### src/rtl/watch_set_core.sv
// watch_set_core
//   Time-of-day counter (hour:min:sec.msec) with a button-driven set mode.
//   A free-running divider produces a one-clock tick every CLK_HZ/TICK_HZ
//   clocks. In RUN the tick advances msec with a full carry chain. In the SET
//   states the selected field is stepped by i_up / i_down, with auto-repeat
//   while a button is held.
//
// Ports
//   clk          system clock, all state changes on the rising edge
//   rst          asynchronous active-low reset
//   i_mode       single-cycle pulse, RUN->SET_HOUR->SET_MIN->SET_SEC->RUN
//   i_up/i_down  debounced levels, step the selected field +1 / -1
//   msec         sub-second count 0..TICK_HZ-1
//   sec, min     0..59
//   hour         0..23 (HOUR_MODE=24) or 1..12 (HOUR_MODE=12)
//   o_set_field  current mode: 0=RUN 1=SET_HOUR 2=SET_MIN 3=SET_SEC
//   o_blink      blink phase for the selected field, 0 in RUN
module watch_set_core #(
    parameter int CLK_HZ       = 100_000_000,
    parameter int TICK_HZ      = 100,
    parameter int HOUR_MODE    = 24,
    parameter int REPEAT_DELAY = 50,
    parameter int REPEAT_RATE  = 10
) (
    input  logic                       clk,
    input  logic                       rst,
    input  logic                       i_mode,
    input  logic                       i_up,
    input  logic                       i_down,
    output logic [$clog2(TICK_HZ)-1:0] msec,
    output logic [5:0]                 sec,
    output logic [5:0]                 min,
    output logic [4:0]                 hour,
    output logic [1:0]                 o_set_field,
    output logic                       o_blink
);

    localparam int DIV     = CLK_HZ / TICK_HZ;
    localparam int DIV_W   = (DIV > 1) ? $clog2(DIV) : 1;
    localparam int MS_W    = $clog2(TICK_HZ);
    localparam int HALF    = (TICK_HZ / 2 > 0) ? TICK_HZ / 2 : 1;
    localparam int BL_W    = $clog2(HALF + 1);
    localparam int RPT_MAX = (REPEAT_DELAY > REPEAT_RATE) ? REPEAT_DELAY : REPEAT_RATE;
    localparam int RPT_W   = $clog2(RPT_MAX + 1);

    localparam logic [DIV_W-1:0] DIV_LAST = DIV_W'(DIV - 1);
    localparam logic [MS_W-1:0]  MS_LAST  = MS_W'(TICK_HZ - 1);
    localparam logic [BL_W-1:0]  BL_LAST  = BL_W'(HALF - 1);
    localparam logic [RPT_W-1:0] RPT_DLY  = RPT_W'(REPEAT_DELAY);
    localparam logic [RPT_W-1:0] RPT_RT   = RPT_W'(REPEAT_RATE);
    localparam logic [4:0]       HOUR_LO  = (HOUR_MODE == 12) ? 5'd1  : 5'd0;
    localparam logic [4:0]       HOUR_HI  = (HOUR_MODE == 12) ? 5'd12 : 5'd23;
    localparam logic [4:0]       HOUR_RST = (HOUR_MODE == 12) ? 5'd12 : 5'd0;

    typedef enum logic [1:0] {
        RUN      = 2'd0,
        SET_HOUR = 2'd1,
        SET_MIN  = 2'd2,
        SET_SEC  = 2'd3
    } mode_t;

    mode_t state;
    assign o_set_field = state;

    function automatic logic [5:0] m60_inc(input logic [5:0] v);
        return (v >= 6'd59) ? 6'd0 : v + 6'd1;
    endfunction

    function automatic logic [5:0] m60_dec(input logic [5:0] v);
        return (v == 6'd0 || v > 6'd59) ? 6'd59 : v - 6'd1;
    endfunction

    function automatic logic [4:0] hr_inc(input logic [4:0] v);
        return (v >= HOUR_HI) ? HOUR_LO : v + 5'd1;
    endfunction

    function automatic logic [4:0] hr_dec(input logic [4:0] v);
        return (v <= HOUR_LO || v > HOUR_HI) ? HOUR_HI : v - 5'd1;
    endfunction

    // ---------------------------------------------------------------
    // Tick divider. run_en holds the divider at 0 on the first edge after
    // reset so the first tick lands a full period after that edge, the same
    // spacing as after the SET_SEC->RUN restart.
    // ---------------------------------------------------------------
    logic [DIV_W-1:0] div_cnt;
    logic             run_en;
    logic             tick;

    assign tick = run_en && (div_cnt == DIV_LAST);

    always_ff @(posedge clk or negedge rst) begin
        if (!rst) begin
            div_cnt <= '0;
            run_en  <= 1'b0;
        end else begin
            run_en <= 1'b1;
            if (!run_en || (i_mode && state == SET_SEC) || div_cnt == DIV_LAST)
                div_cnt <= '0;
            else
                div_cnt <= div_cnt + 1'b1;
        end
    end

    // ---------------------------------------------------------------
    // Button edge detect and auto-repeat.
    // Pressing both buttons counts as neither; a rise is only seen on a
    // button that is pressed alone.
    // ---------------------------------------------------------------
    logic             up_q, down_q;
    logic             rep_act, rep_phase, rep_dir;
    logic [RPT_W-1:0] rep_cnt;
    logic [RPT_W-1:0] rep_next;
    logic             up_only, down_only, up_rise, down_rise, press;
    logic             held_same, rep_hit, step, step_up;

    assign up_only   = i_up & ~i_down;
    assign down_only = i_down & ~i_up;
    assign up_rise   = up_only & ~up_q;
    assign down_rise = down_only & ~down_q;
    assign press     = up_rise | down_rise;
    assign held_same = rep_dir ? up_only : down_only;
    assign rep_next  = rep_cnt + 1'b1;
    assign rep_hit   = rep_act && held_same && tick &&
                       (rep_next == (rep_phase ? RPT_RT : RPT_DLY));
    assign step      = press | rep_hit;
    assign step_up   = press ? up_rise : rep_dir;

    always_ff @(posedge clk or negedge rst) begin
        if (!rst) begin
            up_q      <= 1'b0;
            down_q    <= 1'b0;
            rep_act   <= 1'b0;
            rep_phase <= 1'b0;
            rep_dir   <= 1'b0;
            rep_cnt   <= '0;
        end else begin
            up_q   <= i_up;
            down_q <= i_down;
            if (i_mode || state == RUN || (i_up && i_down) || (rep_act && !held_same)) begin
                rep_act   <= 1'b0;
                rep_phase <= 1'b0;
                rep_cnt   <= '0;
            end else if (press) begin
                rep_act   <= 1'b1;
                rep_phase <= 1'b0;
                rep_dir   <= up_rise;
                rep_cnt   <= '0;
            end else if (rep_act && tick) begin
                if (rep_hit) begin
                    rep_cnt   <= '0;
                    rep_phase <= 1'b1;
                end else begin
                    rep_cnt   <= rep_next;
                end
            end
        end
    end

    // ---------------------------------------------------------------
    // Mode FSM and time fields. A mode pulse wins over both the tick and
    // any pending step on the same edge.
    // ---------------------------------------------------------------
    always_ff @(posedge clk or negedge rst) begin
        if (!rst) begin
            state <= RUN;
            msec  <= '0;
            sec   <= '0;
            min   <= '0;
            hour  <= HOUR_RST;
        end else if (i_mode) begin
            msec <= '0;
            case (state)
                RUN:      state <= SET_HOUR;
                SET_HOUR: state <= SET_MIN;
                SET_MIN:  state <= SET_SEC;
                default:  state <= RUN;
            endcase
        end else if (state == RUN) begin
            if (tick) begin
                if (msec == MS_LAST) begin
                    msec <= '0;
                    sec  <= m60_inc(sec);
                    if (sec == 6'd59) begin
                        min <= m60_inc(min);
                        if (min == 6'd59)
                            hour <= hr_inc(hour);
                    end
                end else begin
                    msec <= msec + 1'b1;
                end
            end
        end else begin
            msec <= '0;
            if (step) begin
                case (state)
                    SET_HOUR: hour <= step_up ? hr_inc(hour) : hr_dec(hour);
                    SET_MIN:  min  <= step_up ? m60_inc(min) : m60_dec(min);
                    SET_SEC:  sec  <= step_up ? m60_inc(sec) : m60_dec(sec);
                    default:  ;
                endcase
            end
        end
    end

    // ---------------------------------------------------------------
    // Blink phase: restarts at every mode change, forced low in RUN.
    // ---------------------------------------------------------------
    logic [BL_W-1:0] bl_cnt;

    always_ff @(posedge clk or negedge rst) begin
        if (!rst) begin
            bl_cnt  <= '0;
            o_blink <= 1'b0;
        end else if (state == RUN || i_mode) begin
            bl_cnt  <= '0;
            o_blink <= 1'b0;
        end else if (tick) begin
            if (bl_cnt == BL_LAST) begin
                bl_cnt  <= '0;
                o_blink <= ~o_blink;
            end else begin
                bl_cnt <= bl_cnt + 1'b1;
            end
        end
    end

endmodule

### config.mk
export PLATFORM = sky130hd
export DESIGN_NAME = watch_set_core
export DESIGN_NICKNAME = d
export VERILOG_FILES = /design/src/rtl/watch_set_core.sv
export SDC_FILE = /design/constraint.sdc
export NUM_CORES = 1
export LEC_CHECK = 0
export ABC_CLOCK_PERIOD_IN_PS = 2700
export BUFFER_PORTS_ARGS = -buffer_cell sky130_fd_sc_hd__buf_2
export CAP_MARGIN = 5
export CELL_PAD_IN_SITES_DETAIL_PLACEMENT = 0
export CELL_PAD_IN_SITES_GLOBAL_PLACEMENT = 2
export CORE_UTILIZATION = 37
export CTS_BUF_LIST = sky130_fd_sc_hd__clkbuf_4 sky130_fd_sc_hd__clkbuf_8 sky130_fd_sc_hd__clkbuf_16
export DETAILED_ROUTE_END_ITERATION = 10
export PLACE_DENSITY = 0.86
export SLEW_MARGIN = 10
export SYNTH_ARGS = -nofsm -noshare
export SYNTH_HDL_FRONTEND = slang
export SYNTH_SLANG_ARGS = --single-unit
export TNS_END_PERCENT = 10
### constraint.sdc
create_clock -name clk -period 2.7 [get_ports clk]
set_input_delay 0 -clock clk [delete_from_list [all_inputs] [get_ports clk]]
set_output_delay 0 -clock clk [all_outputs]
set_load 0.01 [all_outputs]
==> results of run 1 <==
[routing by layer]
metal  share of wire [%]  routed length, um
met5                   0                  0
met4                 1.6                170
met3                 3.6                389
met2                  46               4980
met1                  49               5380
[layout by cell type (no fill, tap or decap), drive strengths merged, types with 8 or more instances in the layout]
cell	instances
nand4	13
nor3b	8
a21o	8
buf	55
nor3	15
a21oi	36
clkbuf	12
o21ai	40
nand2	41
dfrtp	65
nand3	25
xor2	9
ha	18
or3	9
nor2	46
inv	18
and3	11
[power by group]
group          total, mW  leakage [nW]  switching [mW]  internal, mW
Combinational       1.61          1.11           0.943         0.667
Clock               1.20         0.152           0.427         0.775
Sequential          1.38         0.863           0.271          1.11
[cell families after synthesis]
family	after synthesis
mux	8
fa+ha+maj	18
xor+xnor	16
other cells	1
flops	65
simple gates	202
buf+inv	38
compound gates	146
[cells in the mapped netlist (4+ instances only)]
library cell,n
a211oi_1,7
a21o_1,8
a21oi_1,36
a2bb2oi_1,5
a31oi_1,7
and3_1,11
clkbuf_1,17
dfrtp_1,65
ha_1,18
inv_1,18
mux2i_1,5
nand2_1,41
nand2b_1,4
nand3_1,25
nand4_1,13
nor2_1,46
nor2b_1,4
nor3_1,15
nor3b_1,8
o211ai_1,5
o21ai_0,38
o22ai_1,4
or3_1,9
or4_1,4
xnor2_1,7
xor2_1,9
[path summary, 6_finish.rpt]
check	from	end	slack, ns
max	div_cnt[13]$_DFF_PN0_	min[5]$_DFFE_PN0P_	0.14
min	i_mode	bl_cnt[1]$_DFFE_PN0P_	0.12
max reg2reg	div_cnt[13]$_DFF_PN0_	min[5]$_DFFE_PN0P_	0.14
min reg2reg	div_cnt[0]$_DFF_PN0_	div_cnt[0]$_DFF_PN0_	0.45
max in group asynchronous	rst	sec[0]$_DFFE_PN0P_	1.65
min in group asynchronous	rst	bl_cnt[5]$_DFFE_PN0P_	0.31
[critical path: cells and delay by family (launching register included)]
kind / cells / cell delay [ns]
AOI/OAI and AO/OA: 2 / 0.58
DFF: 1 / 0.43
and+or+nand+nor: 4 / 1.50
[flip-flops by register name, summed over array words and instances, names as in the netlist]
name / flops
sec: 6
bl_cnt: 6
up_q: 1
msec: 7
min: 6
rep_dir: 1
run_en: 1
rep_act: 1
o_set_field: 2
o_blink: 1
rep_phase: 1
rep_cnt: 6
div_cnt: 20
hour: 5
down_q: 1
[final cells by class]
type / count / area share (%)
inverter: 18 / 1.35
clock inverter: 4 / 1.02
tap: 140 / 3.50
sequential: 65 / 32.5
timing repair buffer: 58 / 7.30
multi-input combinational: 391 / 49.1
clock buffer: 12 / 5.20
[stage by stage]
step	hold slack (ns)	power, mW	util, %	setup slack [ns]	cells
floorplan	-0.296	2.41	-	0.278	494
global placement	0.122	3.00	42.5	0.258	669
detailed placement	0.122	3.00	42.5	0.163	669
CTS	0.115	4.24	45.6	0.146	688
global route	0.133	4.52	45.6	0.00590	688
finish	0.124	4.20	45.6	0.137	688
==> results.cfg, run 1 <==
[logic_synthesis]
synth_top_cell_by_area = dfrtp_1
synth_top_area_share_pct = 38.4
ys_top_cells_by_area = dfrtp_1 (38%), ha_1 (5.3%), o21ai_0 (4.5%)
synth_compound_area_share_pct = 22.5
synth_warnings = 0
synth_top_family_by_area = simple AND/OR/NAND/NOR gates
synth_ff_type = dfrtp_1
syn_area_per_cell_um2 = 8.57
synth_xor_xnor_area_share_pct = 3.31
synth-simple-area-share_pct = 24.9
ys_seq_area_share_pct = 38.4
yosys.area_share.adder_pct = 5.32
synth_cell_type_count = 64
synth_edf_count = 0
async_flop_share_pct = 100
synthMuxAreaShare_pct = 1.98
netlist_area_um2 = 4230
mappedNetlistNets = 517
synth-seq-cells = 65
syn_inst = 494

[power_and_ir_drop]
p_leak_nw = 2.13
ir_worst_vdd_mv = 0.467
powerDensity_nw_per_um2 = 838

[flow_run]
drv_cap = 0

[finish]
n_antenna_cell = 0
multiInputGateArea_um2 = 2460
filler_cell_count = 1053
area_growth_pct = 18.3
regArea_um2 = 1630
num-nets-final = 566
drive_gt1_share_pct = 14.6
final_area_um2 = 5010

[clock_network]
clockRootBuffer = clkbuf_16
clkTransAtPathRegs_ns = 0.06
clock-sinks = 65
numCtsBuffers = 9
post-cts-setup-buffer-count = 0
cts_resized = 0
cts_tree = yes
worstSkewPairLatency_ns = 0.33
cts.htree.levels = 3
clockBufferDepth = 2
ctsHoldBuffers = 3

[global_route]
overflow = 0
top_usage_layer = met2
antenna_found_initial = 0
grt_usage_pct = 20.2
use_met2_pct = 31.2
met3_usage_pct = 4.54
first_global_vias = 3735
grt_pass1_wl_um = 18600
grt_max_degree = 36
use_met1_pct = 27.3

[worst_hold_path]
hp-class = input pin to flip-flop
hold_depth = 3

[timing]
slew_headroom_pct = 47.8
fin_crit_sh_pct = 94.9
setup_violations = 0
finClkSkew_ns = 0.00483
hold_viol = 0
rsz0062_at_grt = no
final_max_slew_viol_count = 0
fin_crit_ns = 2.56
max_slew.worst_pin.slew_ns = 0.782
fmax_mhz = 390
tns_ns = 0

[setup_path]
critical_path.max_fanout = 9
end_kind = flip-flop
critPathLaunchType = flip-flop
cp.required_ns = 2.97
path_cells = or3b_4 -> nor4_4 -> nand4_1 -> or3_1 -> a2111oi_4 -> o22a_1
path_class = flip-flop to flip-flop
arrival_ns = 2.83
slowest_stage = or3_1
slowest_delay_ns = 0.54
rr_worst_depth = 6

[routing]
detail-route-antenna-nets = 0
vias = 3876
wl_um = 10900
viasPerCell = 5.63
first_pass_iters = 5
drt_iter0_markers = 206
wire_per_inst_um = 15.9
drc = 0

[floorplan]
core_area_um2 = 11000
die_y_um = 109
rows = 38
start_util_pct = 38.5
dieArea_um2 = 11900
fp.dieW_um = 109
num_io_pins = 32

[placement]
port_buffers = 31
gp_congestion = 0.851
dpl-instance-area_um2 = 4660
dp_hpwl_um = 7960

[outcome]
status = finished, final reports clean
(Power assumes the default switching activity.)
==> run 2, diff against run 1 <==
RECOVER_POWER = 25   (was not set)
==> run 2 against run 1 <==
Against the previous run:
- the run now ends with capacitance limit, slew limit left
- non-clock buffer count unchanged
- worst setup slack about the same
- flip-flop and latch count unchanged
- fmax about the same
- worst hold slack about the same
- global-route usage unchanged
- clock skew about the same
- via count decreased by 0.15%
- core utilization decreased by 0.17 points
- total power decreased by 0.19%
==> results.cfg, run 2 (synthesis gave the netlist of run 1 again) <==
[timing]
finalWorstSetupSlack_ns = 0.137
fmax_mhz = 390
tns_ns = 0
rsz0062_at_grt = no
hold_viol = 0
fin_hold_ws_ns = 0.123
max_slew.worst_pin.slew_ns = 1.86
final_max_slew_viol_count = 36
fin_crit_ns = 2.56
slew_headroom_pct = -24.3
fin_crit_sh_pct = 94.9
setup_violations = 0
finClkSkew_ns = 0.00477

[setup_path]
critPathTopFamily = simple AND/OR/NAND/NOR gates
rr_worst_depth = 6
critical_path.max_fanout = 9
r2r_start = div_cnt[13]$_DFF_PN0_
cp.required_ns = 2.97
critPathLaunchType = flip-flop
startpoint = div_cnt[13]$_DFF_PN0_
path_buf_inv = 0
cp_num_cells = 6
rr_endpoint = min[5]$_DFFE_PN0P_
path_cells = or3b_4 -> nor4_4 -> nand4_1 -> or3_1 -> a2111oi_4 -> o22a_1
end_kind = flip-flop
arrival_ns = 2.84
crit_path_end = min[5]$_DFFE_PN0P_
slowest_stage = or3_1
slowest_delay_ns = 0.54
path_class = flip-flop to flip-flop
rrSetupSlack_ns = 0.14

[floorplan]
die_y_um = 109
rows = 38
dieArea_um2 = 11900
start_util_pct = 38.5
core_area_um2 = 11000
fp.dieW_um = 109
num_io_pins = 32

[finish]
n_antenna_cell = 0
final_util_pct = 45.4
drive_gt1_share_pct = 11.9
largest_register_ff_count = 20
final_cell_mix = dfrtp_1 (65), nor2_1 (46), nand2_1 (41)
final_common_cell = dfrtp_1
reg_top3 = div_cnt x20, msec x7
num-nets-final = 566
regMostFlops = div_cnt
area_growth_pct = 17.8
final_area_um2 = 4990

[power_and_ir_drop]
p_leak_nw = 2.07
ir_worst_vdd_mv = 0.467
powerDensity_nw_per_um2 = 840

[clock_network]
post-cts-setup-buffer-count = 0
clockBufferDepth = 2
clkTransAtPathRegs_ns = 0.06
cts.htree.levels = 3
clock-sinks = 65
clockRootBuffer = clkbuf_16
worstSkewPairLatency_ns = 0.33
cts_tree = yes
numCtsBuffers = 9

[worst_hold_path]
min_from = i_mode
hp-class = input pin to flip-flop

[routing]
drc = 0
wire_per_inst_um = 15.9
wl_um = 10900
detail-route-antenna-nets = 0
drt_iter0_markers = 204
viasPerCell = 5.63
first_pass_iters = 5
vias = 3870

[placement]
gp_congestion = 0.851
dpl-instance-area_um2 = 4660
dp_hpwl_um = 7960
post-place-ws_ns = 0.163
port_buffers = 31

[global_route]
use_met2_pct = 31.2
grt_pass1_wl_um = 18600
first_global_vias = 3735
top_usage_layer = met2
antenna_found_initial = 0
met3_usage_pct = 4.54
use_met1_pct = 27.3
overflow = 0
grt_usage_pct = 20.2
grt_max_degree = 36

[flow_run]
drv_cap = 1

[outcome]
status = finished with violations
violations = capacitance limit, slew limit
## run 2: changes by cell type in the layout (fill, tap and decap cells not counted), sizes merged
cell    change
clkbuf     +15
buf        -15
## run 2: worst min path at each step
| stage | to | depth (start not counted) |
|---|---|---|
| finish | bl_cnt[1]$_DFFE_PN0P_ | 3 |
| global route | bl_cnt[1]$_DFFE_PN0P_ | 3 |
| CTS | bl_cnt[1]$_DFFE_PN0P_ | 3 |
| detailed placement | bl_cnt[5]$_DFFE_PN0P_ | 1 |
| global placement | bl_cnt[5]$_DFFE_PN0P_ | 1 |
| floorplan | bl_cnt[0]$_DFFE_PN0P_ | 0 |
## run 2: final cells by class
cell class / instances / area (um^2)
repair buffers: 58 / 347
flip-flops and latches: 65 / 1630
fillers: 1063 / 6000
clock inverters: 4 / 51.3
well taps: 140 / 175
inverters: 18 / 67.6
multi-input cells: 391 / 2460
clock buffers: 12 / 260
## run 2: repair_timing
action,CTS,global route
resized for setup,0,0
hold endpoints to repair,36,0
hold buffers,3,0
## run 2: power by group
part / switching, mW / internal [mW] / leakage, nW / total (mW)
Clock: 0.426 / 0.775 / 0.152 / 1.20
Combinational: 0.942 / 0.659 / 1.06 / 1.60
Sequential: 0.272 / 1.11 / 0.863 / 1.39
## run 2: through the flow
step | total power [mW] | cells
after global routing | 4.52 | 688
after global placement | 3.00 | 669
after detailed placement | 3.00 | 669
final | 4.19 | 688
after floorplan | 2.41 | 494
after CTS | 4.24 | 688
## run 2: routing by layer
metal	wire, um	share of wire, %	vias to the layer above
li1	-	-	1925
met1	5310	49	1862
met2	5010	46	71
met3	427	3.9	12
met4	170	1.6	0
met5	0	0	-
## run 2: worst register-to-register path: cells and delay by family, from the launching register on
family	cells	cell delay, ns
and+or+nand+nor	4	1.50
AOI/OAI and AO/OA	2	0.58
DFF	1	0.43
